**src/rtl/alu_pkg.sv**
```systemverilog
// Shared types for the sequential ALU: opcodes, controller states and the flag register layout.
package alu_pkg;

  typedef enum logic [3:0] {
    OpPopcnt = 4'b0000,
    OpOr     = 4'b0001,
    OpXor    = 4'b0010,
    OpShl    = 4'b0011,
    OpShr    = 4'b0100,
    OpSub    = 4'b0101,
    OpAdd    = 4'b0110,
    OpCmp    = 4'b0111,
    OpMovb   = 4'b1000,
    OpMova   = 4'b1001,
    OpAnd    = 4'b1010,
    OpMul    = 4'b1011
  } alu_op_e;

  typedef enum logic [0:0] {
    StIdle,
    StMulRun
  } alu_state_e;

  typedef struct packed {
    logic zeroflg;
    logic sign;
    logic carry;
    logic overflow;
  } alu_flags_t;

endpackage

```
**src/rtl/alu_mul_iter.sv**
```systemverilog
// Iterative unsigned shift-add multiplier; one partial-product step per cycle.
module alu_mul_iter #(
  parameter int unsigned WIDTH      = 8,
  parameter int unsigned MUL_CYCLES = WIDTH
) (
  input  logic               clk,
  input  logic               reset,
  input  logic               load,
  input  logic               step,
  input  logic [WIDTH-1:0]   a,
  input  logic [WIDTH-1:0]   b,
  output logic               last,
  output logic [2*WIDTH-1:0] prod_next
);

  localparam int unsigned CntW = $clog2(MUL_CYCLES + 1);

  logic [WIDTH-1:0]   mcand_q;
  logic [2*WIDTH-1:0] prod_q;
  logic [CntW-1:0]    cnt_q;
  logic [WIDTH:0]     sum;

  // Low half starts as the multiplier and is consumed LSB-first as the product shifts in.
  always_comb begin
    sum       = {1'b0, prod_q[2*WIDTH-1:WIDTH]} + (prod_q[0] ? {1'b0, mcand_q} : '0);
    prod_next = {sum, prod_q[WIDTH-1:1]};
  end

  assign last = (cnt_q == CntW'(MUL_CYCLES - 1));

  always_ff @(posedge clk or posedge reset) begin
    if (reset) begin
      mcand_q <= '0;
      prod_q  <= '0;
      cnt_q   <= '0;
    end else if (load) begin
      mcand_q <= a;
      prod_q  <= {{WIDTH{1'b0}}, b};
      cnt_q   <= '0;
    end else if (step) begin
      prod_q <= prod_next;
      cnt_q  <= cnt_q + 1'b1;
    end
  end

endmodule

```
**src/rtl/alu_seq.sv**
```systemverilog
// Registered WIDTH-bit ALU with start/busy/done handshake, held flags and iterative multiply.
module alu_seq
  import alu_pkg::*;
#(
  parameter int unsigned WIDTH      = 8,
  parameter int unsigned SHW        = $clog2(WIDTH),
  parameter int unsigned MUL_CYCLES = WIDTH
) (
  input  logic             clk,
  input  logic             reset,
  input  logic             start,
  input  logic [3:0]       alu_cmd,
  input  logic [WIDTH-1:0] in_a,
  input  logic [WIDTH-1:0] in_b,
  input  logic             sc_i,
  input  logic [SHW-1:0]   sv,
  output logic             busy,
  output logic             done,
  output logic [WIDTH-1:0] result,
  output logic [WIDTH-1:0] result_hi,
  output logic             sc_o,
  output logic             zeroflg,
  output logic             sign,
  output logic             carry,
  output logic             overflow
);

  localparam int unsigned Msb = WIDTH - 1;

  alu_state_e       state_q, state_d;
  alu_flags_t       flags_q, flags_d;
  logic [WIDTH-1:0] result_q, result_d, result_hi_q, result_hi_d;
  logic             sc_q, sc_d, done_q, done_d;
  logic             mul_load, mul_last;
  logic [2*WIDTH-1:0] prod_next;
  alu_op_e          op;

  logic [WIDTH:0]   add_ext, sub_ext, shl_ext, shr_ext;
  logic [WIDTH-1:0] cmp_diff, pop_cnt;

  assign op = alu_op_e'(alu_cmd);

  alu_mul_iter #(
    .WIDTH      (WIDTH),
    .MUL_CYCLES (MUL_CYCLES)
  ) u_mul (
    .clk       (clk),
    .reset     (reset),
    .load      (mul_load),
    .step      (state_q == StMulRun),
    .a         (in_a),
    .b         (in_b),
    .last      (mul_last),
    .prod_next (prod_next)
  );

  // Shifts are widened by one bit so the bit shifted out lands at a fixed position.
  always_comb begin
    add_ext  = {1'b0, in_a} + {1'b0, in_b};
    sub_ext  = {1'b0, in_a} - {1'b0, in_b} + {{WIDTH{1'b0}}, sc_i};
    shl_ext  = {1'b0, in_a} << sv;
    shr_ext  = {in_a, 1'b0} >> sv;
    cmp_diff = in_a - in_b;
    pop_cnt  = '0;
    for (int i = 0; i < WIDTH; i++) begin
      pop_cnt = pop_cnt + WIDTH'(in_a[i]);
    end
  end

  always_comb begin
    state_d     = state_q;
    flags_d     = flags_q;
    result_d    = result_q;
    result_hi_d = result_hi_q;
    sc_d        = sc_q;
    done_d      = 1'b0;
    mul_load    = 1'b0;
    unique case (state_q)
      StIdle: begin
        if (start && op == OpMul) begin
          mul_load = 1'b1;
          state_d  = StMulRun;
        end else if (start) begin
          done_d = 1'b1;
          if (op != OpCmp) begin
            result_d    = '0;
            result_hi_d = '0;
            sc_d        = 1'b0;
          end
          case (op)
            OpPopcnt: result_d = pop_cnt;
            OpOr:     result_d = in_a | in_b;
            OpXor:    result_d = in_a ^ in_b;
            OpAnd:    result_d = in_a & in_b;
            OpMovb:   result_d = in_b;
            OpMova:   result_d = in_a;
            OpShl:    {sc_d, result_d} = {shl_ext[WIDTH], shl_ext[Msb:0]};
            OpShr:    {sc_d, result_d} = {shr_ext[0], shr_ext[WIDTH:1]};
            OpAdd: begin
              {sc_d, result_d}  = add_ext;
              flags_d.zeroflg  = (add_ext[Msb:0] == '0);
              flags_d.sign     = add_ext[Msb];
              flags_d.carry    = add_ext[WIDTH];
              flags_d.overflow = (in_a[Msb] == in_b[Msb]) && (add_ext[Msb] != in_a[Msb]);
            end
            OpSub: begin
              {sc_d, result_d}  = sub_ext;
              flags_d.zeroflg  = (sub_ext[Msb:0] == '0);
              flags_d.sign     = sub_ext[Msb];
              flags_d.carry    = sub_ext[WIDTH];
              flags_d.overflow = (in_a[Msb] != in_b[Msb]) && (sub_ext[Msb] != in_a[Msb]);
            end
            OpCmp: begin
              flags_d.zeroflg  = (cmp_diff == '0);
              flags_d.sign     = cmp_diff[Msb];
              flags_d.carry    = (in_a < in_b);
              flags_d.overflow = (in_a[Msb] != in_b[Msb]) && (cmp_diff[Msb] != in_a[Msb]);
            end
            default: ;
          endcase
        end
      end
      StMulRun: begin
        if (mul_last) begin
          result_d        = prod_next[Msb:0];
          result_hi_d     = prod_next[2*WIDTH-1:WIDTH];
          sc_d            = 1'b0;
          flags_d.zeroflg = (prod_next == '0);
          flags_d.carry   = (prod_next[2*WIDTH-1:WIDTH] != '0);
          done_d          = 1'b1;
          state_d         = StIdle;
        end
      end
      default: state_d = StIdle;
    endcase
  end

  always_ff @(posedge clk or posedge reset) begin
    if (reset) begin
      state_q     <= StIdle;
      flags_q     <= '0;
      result_q    <= '0;
      result_hi_q <= '0;
      sc_q        <= 1'b0;
      done_q      <= 1'b0;
    end else begin
      state_q     <= state_d;
      flags_q     <= flags_d;
      result_q    <= result_d;
      result_hi_q <= result_hi_d;
      sc_q        <= sc_d;
      done_q      <= done_d;
    end
  end

  assign busy      = (state_q == StMulRun);
  assign done      = done_q;
  assign result    = result_q;
  assign result_hi = result_hi_q;
  assign sc_o      = sc_q;
  assign zeroflg   = flags_q.zeroflg;
  assign sign      = flags_q.sign;
  assign carry     = flags_q.carry;
  assign overflow  = flags_q.overflow;

endmodule

```
**config.mk**
```make
export PLATFORM = sky130hd
export DESIGN_NAME = alu_seq
export DESIGN_NICKNAME = d
export VERILOG_FILES = /design/src/rtl/alu_pkg.sv /design/src/rtl/alu_mul_iter.sv /design/src/rtl/alu_seq.sv
export SDC_FILE = /design/constraint.sdc
export NUM_CORES = 1
export LEC_CHECK = 0
export ABC_AREA = 1
export BUFFER_PORTS_ARGS = -buffer_cell sky130_fd_sc_hd__buf_2
export CAP_MARGIN = 20
export CORE_UTILIZATION = 45
export CTS_CLUSTER_SIZE = 14
export DETAILED_ROUTE_END_ITERATION = 10
export GPL_ROUTABILITY_DRIVEN = 0
export PLACE_DENSITY = 0.61
export SYNTH_ARGS = -nofsm -noshare
export SYNTH_HDL_FRONTEND = slang
export SYNTH_SLANG_ARGS = --single-unit
```
**constraint.sdc**
```tcl
create_clock -name clk -period 3 [get_ports clk]
set_input_delay 0.6 -clock clk [delete_from_list [all_inputs] [get_ports clk]]
set_output_delay 0.6 -clock clk [all_outputs]
set_load 0.1 [all_outputs]
```
# After elaboration in Yosys (flattened, before gate mapping)
# Index checks and enable logic that the tools add are counted.
# W data, S select, Z words.
# op_classes
shifts,2
n_eq_ne,25
n_bitwise,5
order_cmp,1
n_reduce_logical,17
addsub,13
muxes,36
# ops
operator,n
$pmux W8 S10,1
$mux W8,8
$mux W16,2
$pmux W8 S2,2
$logic_not A8 Y1,3
$eq A4 B3 Y1 const B,5
$reduce_and A4 Y1,5
$eq A4 B4 Y1 const B,4
$logic_not A16 Y1,1
$mux W4,4
$mux W1,12
$ne A12 B2 Y1 const B,1
$pmux W4 S3,1
$pmux W1 S2,5
$add A8 B8 Y9,1
$add A8 B9 Y9,1
$add A9 B1 Y9,1
$shl A8 B3 Y9,1
$shr A9 B3 Y9,1
$sub A8 B8 Y9,1
$add A7 B1 Y8,1
$and A8 B8 Y8,1
$eq A4 B2 Y1 const B,2
$lt A8 B8 Y1,1
other kinds (25),34
# totals
out_inout_bits,23
ff_bits,51
in_bits,27
elab_cells,111

# Longest topological paths before layout
# depth
word_depth,11
depth_mapped,20
depth_no_buf,20

# By module
# Synthesis repeated with hierarchy kept, for this count alone.
# hier_totals
hier_cells,798
area_unflattened_um2,5392.7
# by_module_without_submodules
mod,seq_area_each_um2,instances,area_each_um2,cells_each
alu_seq,575.6,1,3764.9,607
alu_mul_iter,700.7,1,1627.8,191

# Worst setup path after synthesis
# OpenSTA, ideal clock, no wires.
# synth_path
path_type,input to register
from,in in_a[0]
to,reg result_q[2] (netlist: result[2])
path_stages,13
setup_slack_ns,-0.434
n_path_buf,0
required_time_ns,2.874
setup_time_ns,0.126
t_arrival_ns,3.307
cell_sequence,inv_1 -> fa_1 -> fa_1 -> fa_1 -> inv_1 -> ha_1 -> fa_1 -> xnor2_1 -> nor2_1 -> nor3_1 -> nand4_1 -> nand2_1 -> a31oi_1
# synth_between
elab_chain_len,11
word_cells_on_any_way,16
cone_classes,add/sub (10); shift (2); mux (4)
# synth_rtl
element,line_no,text
"start, declared",alu_seq.sv:13,"input logic [WIDTH-1:0] in_a,"
$add A1 B1 Y2,alu_seq.sv:66,pop_cnt = pop_cnt + WIDTH'(in_a[i]);
$add A2 B1 Y3,alu_seq.sv:66,
$add A3 B1 Y4,alu_seq.sv:66,
$add A4 B1 Y5,alu_seq.sv:66,
$add A5 B1 Y6,alu_seq.sv:66,
$add A6 B1 Y7,alu_seq.sv:66,
$add A7 B1 Y8,alu_seq.sv:66,
$pmux W8 S10 (*),alu_seq.sv:90,case (op)
$mux W8 (*),alu_seq.sv:83,end else if (start) begin
$mux W8 (*),alu_seq.sv:80,if (start && op == OpMul) begin
$pmux W8 S2 (*),alu_seq.sv:78,unique case (state_q)
"end signal, assigned",alu_seq.sv:149,result_q <= result_d;
"end, declared",alu_seq.sv:32,"logic [WIDTH-1:0] result_q, result_d, result_hi_q, result_hi_d;"
# Mark *: on every way between the ends. The rest lies on a longest branch, timed or not. The select of a mux whose other input is x is not followed.
# A chain may end at the register's enable or synchronous reset.

# Worst setup path after layout
# Same ends and word-level chain as after synthesis.

==> flow_metrics.env <==
export IMPL_status="complete, but fails checks"
export IMPL_violations="negative setup slack"
export IMPL_arrival_ns=3.41
export IMPL_final_max_slew_viol_count=0
export IMPL_critical_path_buf_inv_count=3
export IMPL_required_ns=3.14
export IMPL_cts_tree="built"
export IMPL_cp_slowest_cell="fa_1"
export IMPL_worst_r2r_path_depth=17
export IMPL_core_area_um2=11000
export IMPL_cts_buffer_depth=2
export IMPL_final_core_util_pct=54.0
export IMPL_synth_cell_types=44
export IMPL_fin_crit_sh_pct=109
export IMPL_cts_sinks=51
export IMPL_vias=5480
export IMPL_seq_area_frac_synth_pct=24.8
export IMPL_p_leak_nw=3.27
export IMPL_ant_nets=0
export IMPL_layout_common_cells="nand2_1 (228), inv_1 (106), nor2_1 (71)"
export IMPL_final_setup_viol_count=3
export IMPL_start_util_pct=46.8
export IMPL_antenna_found_initial=0
export IMPL_final_common_cell="nand2_1"
export IMPL_grt_max_degree=52
export IMPL_drv_cap=0
export IMPL_ys_warnings_count=0
export IMPL_finalHoldViolCount=0
export IMPL_hold_path_class="in -> async"
export IMPL_cpMostUsedCell="fa_1"
export IMPL_drc=0
export IMPL_synth_cells=781
export IMPL_switching_share_pct=55.1
export IMPL_port_buffers=49
export IMPL_cp_cell_sequence="buf_8 -> clkinvlp_4 -> fa_1 -> fa_1 -> fa_1 -> inv_2 -> ha_4 -> fa_2 -> xnor2_1 -> nor2_1 -> nor3_1 -> nand4_1 -> nand2_1 -> a31oi_1"
export IMPL_rsz0062_at_grt="yes"
export IMPL_drtIter0Drc=453
export IMPL_fmax_mhz=306
export IMPL_grtUsageTotal_pct=28.9
export IMPL_antennaDiodeCount=0
export IMPL_grt_pass1_wl_mm=26.4
export IMPL_criticalPathCategory="in -> reg"
export IMPL_num_rows=38
export IMPL_ff2ff_setup_slack_ns=0.48
export IMPL_ir_drop_mv=0.712
export IMPL_pwr_share_comb_pct=59.7
export IMPL_yosys_register_bits=51
export IMPL_switchingPower_mw=2.42
export IMPL_dpl_instance_area_um2=5700
export IMPL_path_clk_slew_ns=0.07
export IMPL_fin_nets=934
export IMPL_r2r_end="carry"
export IMPL_die_area_um2=11900
export IMPL_worstSetupEndpointType="flip-flop"
export IMPL_max_stage_delay_ns=0.54
export IMPL_skew_ns=0.00707
export IMPL_die_w_um=109
export IMPL_cts_root_buffer="clkbuf_16"
export IMPL_dr_pass1_iters=5
export IMPL_worst_pin_slew_ns=0.708
export IMPL_syn_nets=864
export IMPL_vias_per_cell=5.53
export IMPL_drive_gt1_share_pct=14.0
export IMPL_syn_area_per_cell_um2=6.58
export IMPL_clock_latency_ns=0.29
export IMPL_ios=50
export IMPL_hpwl_mm=13.4
export IMPL_slew_limit_headroom_pct=52.8
export IMPL_h_tree_depth=2
export IMPL_detail_route_wl_per_cell_um=16.6
export IMPL_powerDensity_nw_per_um2=739
export IMPL_netlist_area_um2=5140
export IMPL_r2r_start="u_mul.prod_q[0]"
export IMPL_worstPathMaxFanout=2
export IMPL_numCtsBuffers=5
export IMPL_grt_overflow=0
export IMPL_internal_power_mw=1.97
export IMPL_path_delay_family="adder cells"
export IMPL_min_period_ns=3.27
export IMPL_fin_area_um2=5930
export IMPL_grt_pass1_vias=5174
export IMPL_worstSetupStartpointType="input pin"
export IMPL_syn_to_final_growth_pct=15.4
export IMPL_clkPwrFrac_pct=14.4
export IMPL_die_h_um=109
export IMPL_wirelength_mm=16.4
export IMPL_seqPwrFrac_pct=25.9
export IMPL_finalWorstSetupSlack_ns=-0.273
==> per-stage QoR <==
stage	hold WS, ns	power, mW	TNS [ns]	instances	setup slack, ns
finish	0.469	4.38	-0.477	991	-0.273
floorplan	0.448	3.13	-0.640	781	-0.340
global route	0.509	4.68	-0.779	991	-0.369
CTS	0.483	4.36	-0.479	990	-0.257
global placement	0.458	3.67	-1.40	981	-0.549
detailed placement	0.467	3.71	-1.90	981	-0.680
==> power by group through the flow <==
| stage | Combinational [mW] | Clock [mW] | Sequential, mW |
|---|---|---|---|
| detailed placement | 2.56 | 0 | 1.15 |
| floorplan | 1.08 | 0 | 2.06 |
| CTS | 2.58 | 0.644 | 1.14 |
| finish | 2.62 | 0.629 | 1.14 |
| global placement | 2.53 | 0 | 1.14 |
| global route | 2.83 | 0.677 | 1.17 |
==> layout make-up <==
type	count	area [um2]
Inverter	118	448
Clock inverter	1	30.0
Tap cell	140	175
Sequential cell	51	1280
Clock buffer	6	129
Multi-Input combinational cell	593	3350
Timing Repair Buffer	82	519
Fill cell	1091	5050
==> cells in the mapped netlist, drive strengths merged <==
cell / number / area [um2]
nand2: 230 / 868
o221ai: 4 / 35.0
a211oi: 6 / 45.0
o32ai: 1 / 8.76
buf: 11 / 68.8
o21bai: 2 / 15.0
a22o: 2 / 17.5
a21boi: 1 / 7.51
dfrtp: 51 / 1280
nor3: 3 / 20.0
ha: 44 / 551
a21oi: 29 / 149
o2111ai: 2 / 17.5
clkbuf: 8 / 31.3
o21a: 3 / 22.5
nand4: 22 / 138
inv: 116 / 435
o211ai: 7 / 52.6
nor4: 1 / 6.26
o21ai: 47 / 235
xor2: 7 / 61.3
o22ai: 14 / 87.6
nand3b: 1 / 7.51
xnor2: 4 / 35.0
nor2: 75 / 297
or2: 10 / 62.6
nand3: 59 / 295
a31oi: 6 / 37.5
fa: 12 / 240
clkinv: 2 / 8.75
o31ai: 1 / 7.51
==> per-layer routing <==
metal | track usage (%) | vias to the layer above | share of wire (%)
met5 | 0 | - | 0
met4 | 11.4 | 0 | 4.0
met3 | 4.00 | 52 | 6.8
met2 | 48.0 | 244 | 46
met1 | 37.8 | 2509 | 43
li1 | - | 2675 | -
==> worst min-delay path: stages <==
cell and delay [ns]:
buf_2 0.10, inv_2 0.03, buf_4 0.51
==> worst max-delay path by stage <==
stage | start | end | slack [ns] | cells past startpoint
global placement | in_a[0] | result[2] | -0.55 | 14
CTS | in_a[0] | result[2] | -0.26 | 14
detailed placement | in_a[0] | result[2] | -0.68 | 14
floorplan | in_a[0] | result[2] | -0.34 | 13
global route | in_a[0] | result[2] | -0.37 | 14
finish | in_a[0] | result[2] | -0.27 | 14
==> state kept, by name, indices dropped and copies added (netlist names) <==
name	flops
zeroflg	1
busy	1
u_mul.mcand_q	8
done	1
sign	1
overflow	1
result_hi	8
sc_o	1
u_mul.prod_q	16
carry	1
u_mul.cnt_q	4
result	8
==> cells by family after synthesis <==
family                     Yosys count  synth area share [%]
adders and majority gates           56                  15.4
AOI/OAI and AO/OA                  125                  14.4
DFF                                 51                  24.8
and+or+nand+nor                    401                  33.0
buffers and inverters              137                  10.6
xor gates and xnor gates            11                  1.87
==> repair_timing <==
item	in CTS	in global routing
buffers inserted	2	1
setup endpoints to repair	3	4
hold buffers	0	0
pin swaps	6	7
resized for setup	6	7
(Power assumes the default switching activity.)
